`src/rtl/mips_dbg_pkg.sv`:
```
// Shared definitions for the MIPS_32 hardware trace observer: capture states,
// sample width and the trigger compare used while armed.
package mips_dbg_pkg;

  // Width of one observed core bus and of one packed trace sample
  localparam int OBS_W    = 32;
  localparam int SAMPLE_W = 3 * OBS_W;

  // Capture controller states
  typedef enum logic [1:0] {
    IDLE    = 2'd0,
    ARMED   = 2'd1,
    CAPTURE = 2'd2,
    DRAIN   = 2'd3
  } state_e;

  // Masked equality; a zero mask matches any operand value
  function automatic logic trig_hit(input logic [OBS_W-1:0] a,
                                    input logic [OBS_W-1:0] mask,
                                    input logic [OBS_W-1:0] value);
    return (a & mask) == (value & mask);
  endfunction

endpackage

```
`src/rtl/trace_ram.sv`:
```
// Simple dual-port trace storage: one write port and one registered read port.
// Contents are deliberately not reset so the array can map onto block RAM.
module trace_ram
  import mips_dbg_pkg::*;
#(
  parameter int DEPTH = 16,
  parameter int WIDTH = SAMPLE_W
) (
  input  logic                     clk,
  input  logic                     we,
  input  logic [$clog2(DEPTH)-1:0] waddr,
  input  logic [WIDTH-1:0]         wdata,
  input  logic                     re,
  input  logic [$clog2(DEPTH)-1:0] raddr,
  output logic [WIDTH-1:0]         rdata
);

  logic [WIDTH-1:0] mem [DEPTH];

  // Store one sample per write-enabled cycle
  always_ff @(posedge clk) begin
    if (we) begin
      mem[waddr] <= wdata;
    end
  end

  // Registered read; the output holds its value while re is low
  always_ff @(posedge clk) begin
    if (re) begin
      rdata <= mem[raddr];
    end
  end

endmodule

```
`src/rtl/mips_trace_capture.sv`:
```
// Hardware trace observer for the MIPS_32 core. Samples {readDataMem, ALUa,
// ALUb} into a circular buffer while armed, freezes a pre/post window around
// an ALUa trigger, then streams the window oldest-first over valid/ready.
module mips_trace_capture
  import mips_dbg_pkg::*;
#(
  parameter int DEPTH    = 16,
  parameter int PRE_TRIG = 4,
  parameter int DW       = 32
) (
  input  logic                       clk,
  input  logic                       rst,
  input  logic                       arm,
  input  logic [DW-1:0]              trig_mask,
  input  logic [DW-1:0]              trig_value,
  input  logic [DW-1:0]              readDataMem,
  input  logic [DW-1:0]              ALUa,
  input  logic [DW-1:0]              ALUb,
  output logic                       busy,
  output logic                       done,
  output logic [$clog2(DEPTH):0]     count,
  output logic                       rd_valid,
  input  logic                       rd_ready,
  output logic [3*DW-1:0]            rd_data,
  output logic                       rd_last
);

  localparam int AW = $clog2(DEPTH);
  localparam int CW = AW + 1;
  // Samples still to be written after the trigger sample itself
  localparam logic [CW-1:0] POST_N   = CW'(DEPTH - PRE_TRIG - 1);
  localparam logic [CW-1:0] POST_TOT = CW'(DEPTH - PRE_TRIG);
  localparam logic [CW-1:0] PRE_MAX  = CW'(PRE_TRIG);

  state_e          state;
  logic [AW-1:0]   wr_ptr;
  logic [AW-1:0]   rd_ptr;
  logic [AW-1:0]   trig_ptr;
  logic [AW-1:0]   trig_now;
  logic [CW-1:0]   pre_cnt;
  logic [CW-1:0]   post_cnt;
  logic [CW-1:0]   rd_idx;
  logic [3*DW-1:0] sample;
  logic [3*DW-1:0] ram_q;
  logic            hit;
  logic            sample_we;
  logic            go_drain;
  logic            fetch;

  // Decode write enable, trigger, the drain hand-over and RAM fetch requests
  always_comb begin
    sample    = {readDataMem, ALUa, ALUb};
    hit       = trig_hit(ALUa, trig_mask, trig_value);
    sample_we = (state == ARMED) || (state == CAPTURE);
    trig_now  = (state == ARMED) ? wr_ptr : trig_ptr;
    go_drain  = ((state == ARMED) && hit && (POST_N == '0)) ||
                ((state == CAPTURE) && (post_cnt == CW'(1)));
    fetch     = (state == DRAIN) &&
                ((!rd_valid && (rd_idx == '0)) ||
                 (rd_valid && rd_ready && !rd_last));
  end

  assign busy    = (state != IDLE);
  assign rd_data = rd_valid ? ram_q : '0;

  trace_ram #(
    .DEPTH (DEPTH),
    .WIDTH (3 * DW)
  ) u_ram (
    .clk   (clk),
    .we    (sample_we),
    .waddr (wr_ptr),
    .wdata (sample),
    .re    (fetch),
    .raddr (rd_ptr),
    .rdata (ram_q)
  );

  // Capture FSM, window pointers and read-port handshake
  always_ff @(posedge clk) begin
    if (rst) begin
      state    <= IDLE;
      done     <= 1'b0;
      count    <= '0;
      rd_valid <= 1'b0;
      rd_last  <= 1'b0;
      wr_ptr   <= '0;
      rd_ptr   <= '0;
      trig_ptr <= '0;
      pre_cnt  <= '0;
      post_cnt <= '0;
      rd_idx   <= '0;
    end else begin
      case (state)
        IDLE: begin
          if (arm) begin
            state   <= ARMED;
            done    <= 1'b0;
            pre_cnt <= '0;
            wr_ptr  <= '0;
          end
        end
        ARMED: begin
          wr_ptr <= wr_ptr + AW'(1);
          if (hit) begin
            trig_ptr <= wr_ptr;
            post_cnt <= POST_N;
            state    <= CAPTURE;
          end else if (pre_cnt < PRE_MAX) begin
            pre_cnt <= pre_cnt + CW'(1);
          end
        end
        CAPTURE: begin
          wr_ptr   <= wr_ptr + AW'(1);
          post_cnt <= post_cnt - CW'(1);
        end
        DRAIN: begin
          if (fetch) begin
            rd_ptr   <= rd_ptr + AW'(1);
            rd_idx   <= rd_idx + CW'(1);
            rd_valid <= 1'b1;
            rd_last  <= ((rd_idx + CW'(1)) == count);
          end else if (rd_valid && rd_ready && rd_last) begin
            state    <= IDLE;
            rd_valid <= 1'b0;
            rd_last  <= 1'b0;
            done     <= 1'b1;
          end
        end
        default: state <= IDLE;
      endcase

      if (go_drain) begin
        state    <= DRAIN;
        count    <= pre_cnt + POST_TOT;
        rd_ptr   <= trig_now - pre_cnt[AW-1:0];
        rd_idx   <= '0;
        rd_valid <= 1'b0;
        rd_last  <= 1'b0;
      end
    end
  end

endmodule

```
`config.mk`:
```
export PLATFORM = sky130hd
export DESIGN_NAME = mips_trace_capture
export DESIGN_NICKNAME = d
export VERILOG_FILES = /design/src/rtl/mips_dbg_pkg.sv /design/src/rtl/trace_ram.sv /design/src/rtl/mips_trace_capture.sv
export SDC_FILE = /design/constraint.sdc
export NUM_CORES = 2
export LEC_CHECK = 0
export ABC_AREA = 1
export CAP_MARGIN = 20
export CORE_ASPECT_RATIO = 0.7
export CORE_MARGIN = 2
export CORE_UTILIZATION = 55
export DETAILED_ROUTE_END_ITERATION = 7
export GPL_ROUTABILITY_DRIVEN = 0
export GPL_TIMING_DRIVEN = 0
export PLACE_DENSITY_LB_ADDON = 0.3
export SLEW_MARGIN = 20
export SYNTH_ARGS = -nofsm -noshare
export SYNTH_HDL_FRONTEND = slang
export SYNTH_SLANG_ARGS = --single-unit
```
`constraint.sdc`:
```
create_clock -name clk -period 5.13 [get_ports clk]
set_input_delay 1.026 -clock clk [delete_from_list [all_inputs] [get_ports clk]]
set_output_delay 1.026 -clock clk [all_outputs]
set_load 0.01 [all_outputs]
```
==> summary.md <==
| Metric | Value |
|---|---|
| Post-synthesis register bit count | 1669 |
| Post-synthesis cell area | 66200 um^2 |
| Avg WL per Cell | 30.8 um |
| Via count | 44395 |
| Sequential area share after synthesis | 75.2% |
| Initial Util | 55.4% |
| Share of post-route cells with drive strength above 1 | 9.25% |
| Max rail drop VDD | 359 uV |
| Cells along the critical path | buf_2, clkbuf_1, clkbuf_1, nand2_1, inv_1, clkdlybuf4s50_1 |
| Crit. End Element | output port |
| Synthesized Nets | 4760 |
| Post-layout power | 27.4 mW |
| Final Cell Area | 78100 um^2 |
| Worst relative slew slack | 18.6% |
| Max stage delay cell, worst path | clkbuf_1 |
| WS Path Type | reg -> out |
| Final Cycle Share | 94.7% |
| Iter 0 DRT Violations | 8478 |
| Placed cells | 6507 |
| DP Area | 73200 um^2 |
| Critical path's largest stage delay | 670 ps |
| Fin nets | 5279 |
| Ys Warns | 0 |
| Power per Cell Area | 350 nW/um^2 |
| Post-CTS setup buffer count | 0 |
| CTS max path bufs | 3 |
| Clk root buf | clkbuf_16 |
| Core ar. | 119000 um^2 |
| GRT met3 Usage | 8.96% |
| Drt total wl | 209000 um |
| Netlist cell types | 41 |
| Type of origin of the critical path | flip-flop |
| Largest net degree at the start of global routing | 41 |
| Fill cells | 8176 |
| Most frequent cells in the layout | edfxtp_1 (1632), nor2_1 (644), o21ai_0 (430), nand2_1 (328) |
| Vias in the first global route | 42556 |
| TritonCTS Buffers | 152 |
| Hold buffer count at CTS | 0 |
| Die outline area | 123000 um^2 |
| Worst hold start | done$_SDFFE_PP0P_ |
| Die H | 294 um |
| Max Cap Viol | 0 |
| Syn_area_per_cell | 14.5 um^2 |
| Slew Viols, Final | 0 |
| Commonest non-fill, non-tap cell in the layout | edfxtp_1 |
| P_leak | 25.3 nW |
| Most used cell, CP | clkbuf_1 |
| Worst Setup SP | rd_valid$_SDFFE_PP0P_ |
| Area Growth Syn to Fin | 18.0% |
| DIE WIDTH | 419 um |
| Worst Max-Slew Pin Slew | 1220 ps |
| Drt first pass iters | 6 |
| Setup violators final | 0 |
| Highest clock rate | 0.206 GHz |
| Initial antenna violation count | 19 |
| Number of synthesized flops with an enable pin | 1632 |
| GR peak layer | met2 |
| Vias per cell | 6.53 |
| Reg2reg start | rd_ptr[3]$_SDFFE_PP0P_ |
| Clock-pin slew on the worst setup and hold paths | 70 ps |
| Grt ovf | 0 |
| Final-report hold violation count | 0 |
| Hold WC Path Type | reg -> reg |
| Clock latency on the worst-skew pair | 800 ps |
| RSZ-0062 raised after global routing | false |
| Detailed Place HPWL | 137000 um |
| Row cnt | 106 |
| # resized after CTS | 0 |
| Tmin final | 4860 ps |
| Outcome | complete, no violations |
| CTS tree | built |
| Ports | 269 |
| Post-Layout Cell Count | 6797 |
| Met2 usage | 51.1% |
| WP data arrival | 3830 ps |
| Number of port buffers | 268 |
| Global-route wire length before repair | 295000 um |
| Worst-path fanout max | 10 |
| Ys flop type | edfxtp_1 |
| CTS sink cnt | 1669 |
| GRT Util Overall | 33.8% |
| Skew final | 37.0 ps |
| Post-Synthesis Cells | 4576 |
| Critical Path RT | 4100 ps |
| Antenna Nets Post-Route | 0 |
| CTS H-tree depth | 4 |
| Met1 Usage GRT | 46.6% |
| Post-synth ARST share | 0% |
| DRC viols | 0 |
==> power breakdown <==
group	switching, mW	internal (mW)
clock	5.04	6.19
combinational	0.615	0.324
sequential	0.0405	15.1
total	5.70	21.7
==> final timing paths <==
| path | end | depth (start not counted) | slack (ps) |
|---|---|---|---|
| setup / recovery | rd_data[71] | 6 | 270 |
| hold / removal | done$_SDFFE_PP0P_ | 2 | 480 |
| setup reg to reg | u_ram.rdata[57]$_DFFE_PP_ | 5 | 1760 |
| hold reg to reg | done$_SDFFE_PP0P_ | 2 | 480 |
==> worst max-delay path, delay by kind of cell, from the launching register on <==
kind                   cells  cell delay, ps
DFF                        1             320
and+or+nand+nor            1             340
buffers and inverters      5            2390
==> registers in the layout, summed over array words and instances (netlist names), 2 cells and up <==
name and flops:
state 2, count 5, u_ram.mem 1536, wr_ptr 4, u_ram.rdata 96, rd_ptr 4, rd_idx 5, pre_cnt 5
trig_ptr 4, post_cnt 5
==> layer usage <==
| metal | up-vias | routed length (um) |
|---|---|---|
| met4 | 4 | 8640 |
| met1 | 21881 | 77200 |
| met5 | - | 21 |
| met2 | 3566 | 93900 |
| met3 | 522 | 29300 |
| li1 | 18422 | - |
==> kinds of logic (layout without fill, tap and decap cells) <==
kind of cell    Yosys count  count (layout)  share of synthesized area [%]
simple gates           1164            1164                           6.99
mux                     268             268                           4.05
buf+inv                 494            1138                           3.63
flops                  1669            1669                           75.2
fa+ha+maj                20              20                          0.389
xor+xnor                 15              15                          0.199
compound gates          946             946                           9.57
other cells               0              11                              0
==> area by class of cell <==
cell class                 count  area [um^2]  area share [%]
tap                         1566         1960            2.51
sequential                  1669        49700            63.7
timing repair buffer         365         4960            6.35
clock buffer                 192         4110            5.27
inverter                     186          708           0.907
buffer                       308         1710            2.18
antenna                       11         27.5          0.0353
clock inverter                87          698           0.894
multi-input combinational   2413        14100            18.1
==> Yosys cell counts (10+ instances only) <==
| cell type | instances | area (um^2) |
|---|---|---|
| a21oi_1 | 31 | 155 |
| buf_2 | 77 | 385 |
| buf_4 | 17 | 128 |
| buf_6 | 45 | 507 |
| clkbuf_1 | 161 | 604 |
| dfxtp_1 | 37 | 741 |
| edfxtp_1 | 1632 | 49000 |
| ha_1 | 19 | 238 |
| inv_1 | 181 | 679 |
| mux2i_1 | 268 | 2680 |
| nand2_1 | 328 | 1230 |
| nand3_1 | 128 | 641 |
| nor2_1 | 660 | 2480 |
| nor3_1 | 32 | 160 |
| o211ai_1 | 87 | 653 |
| o21ai_0 | 430 | 2150 |
| o221ai_1 | 268 | 2350 |
| o22ai_1 | 29 | 181 |
| o32ai_1 | 87 | 762 |
| xor2_1 | 10 | 87.6 |
==> metrics by stage <==
stage | util, % | hold WS, ps | setup TNS, ps | setup slack, ps
2_1_floorplan | - | 424 | -769940 | -506
3_3_place_gp | 59.3 | 433 | -8960260 | -6450
3_5_place_dp | 61.3 | 469 | 0 | 1030
4_1_cts | 65.4 | 478 | 0 | 207
5_1_grt | 65.4 | 496 | 0 | 171
6_report | 65.4 | 482 | 0 | 274
(Power assumes the default switching activity.)
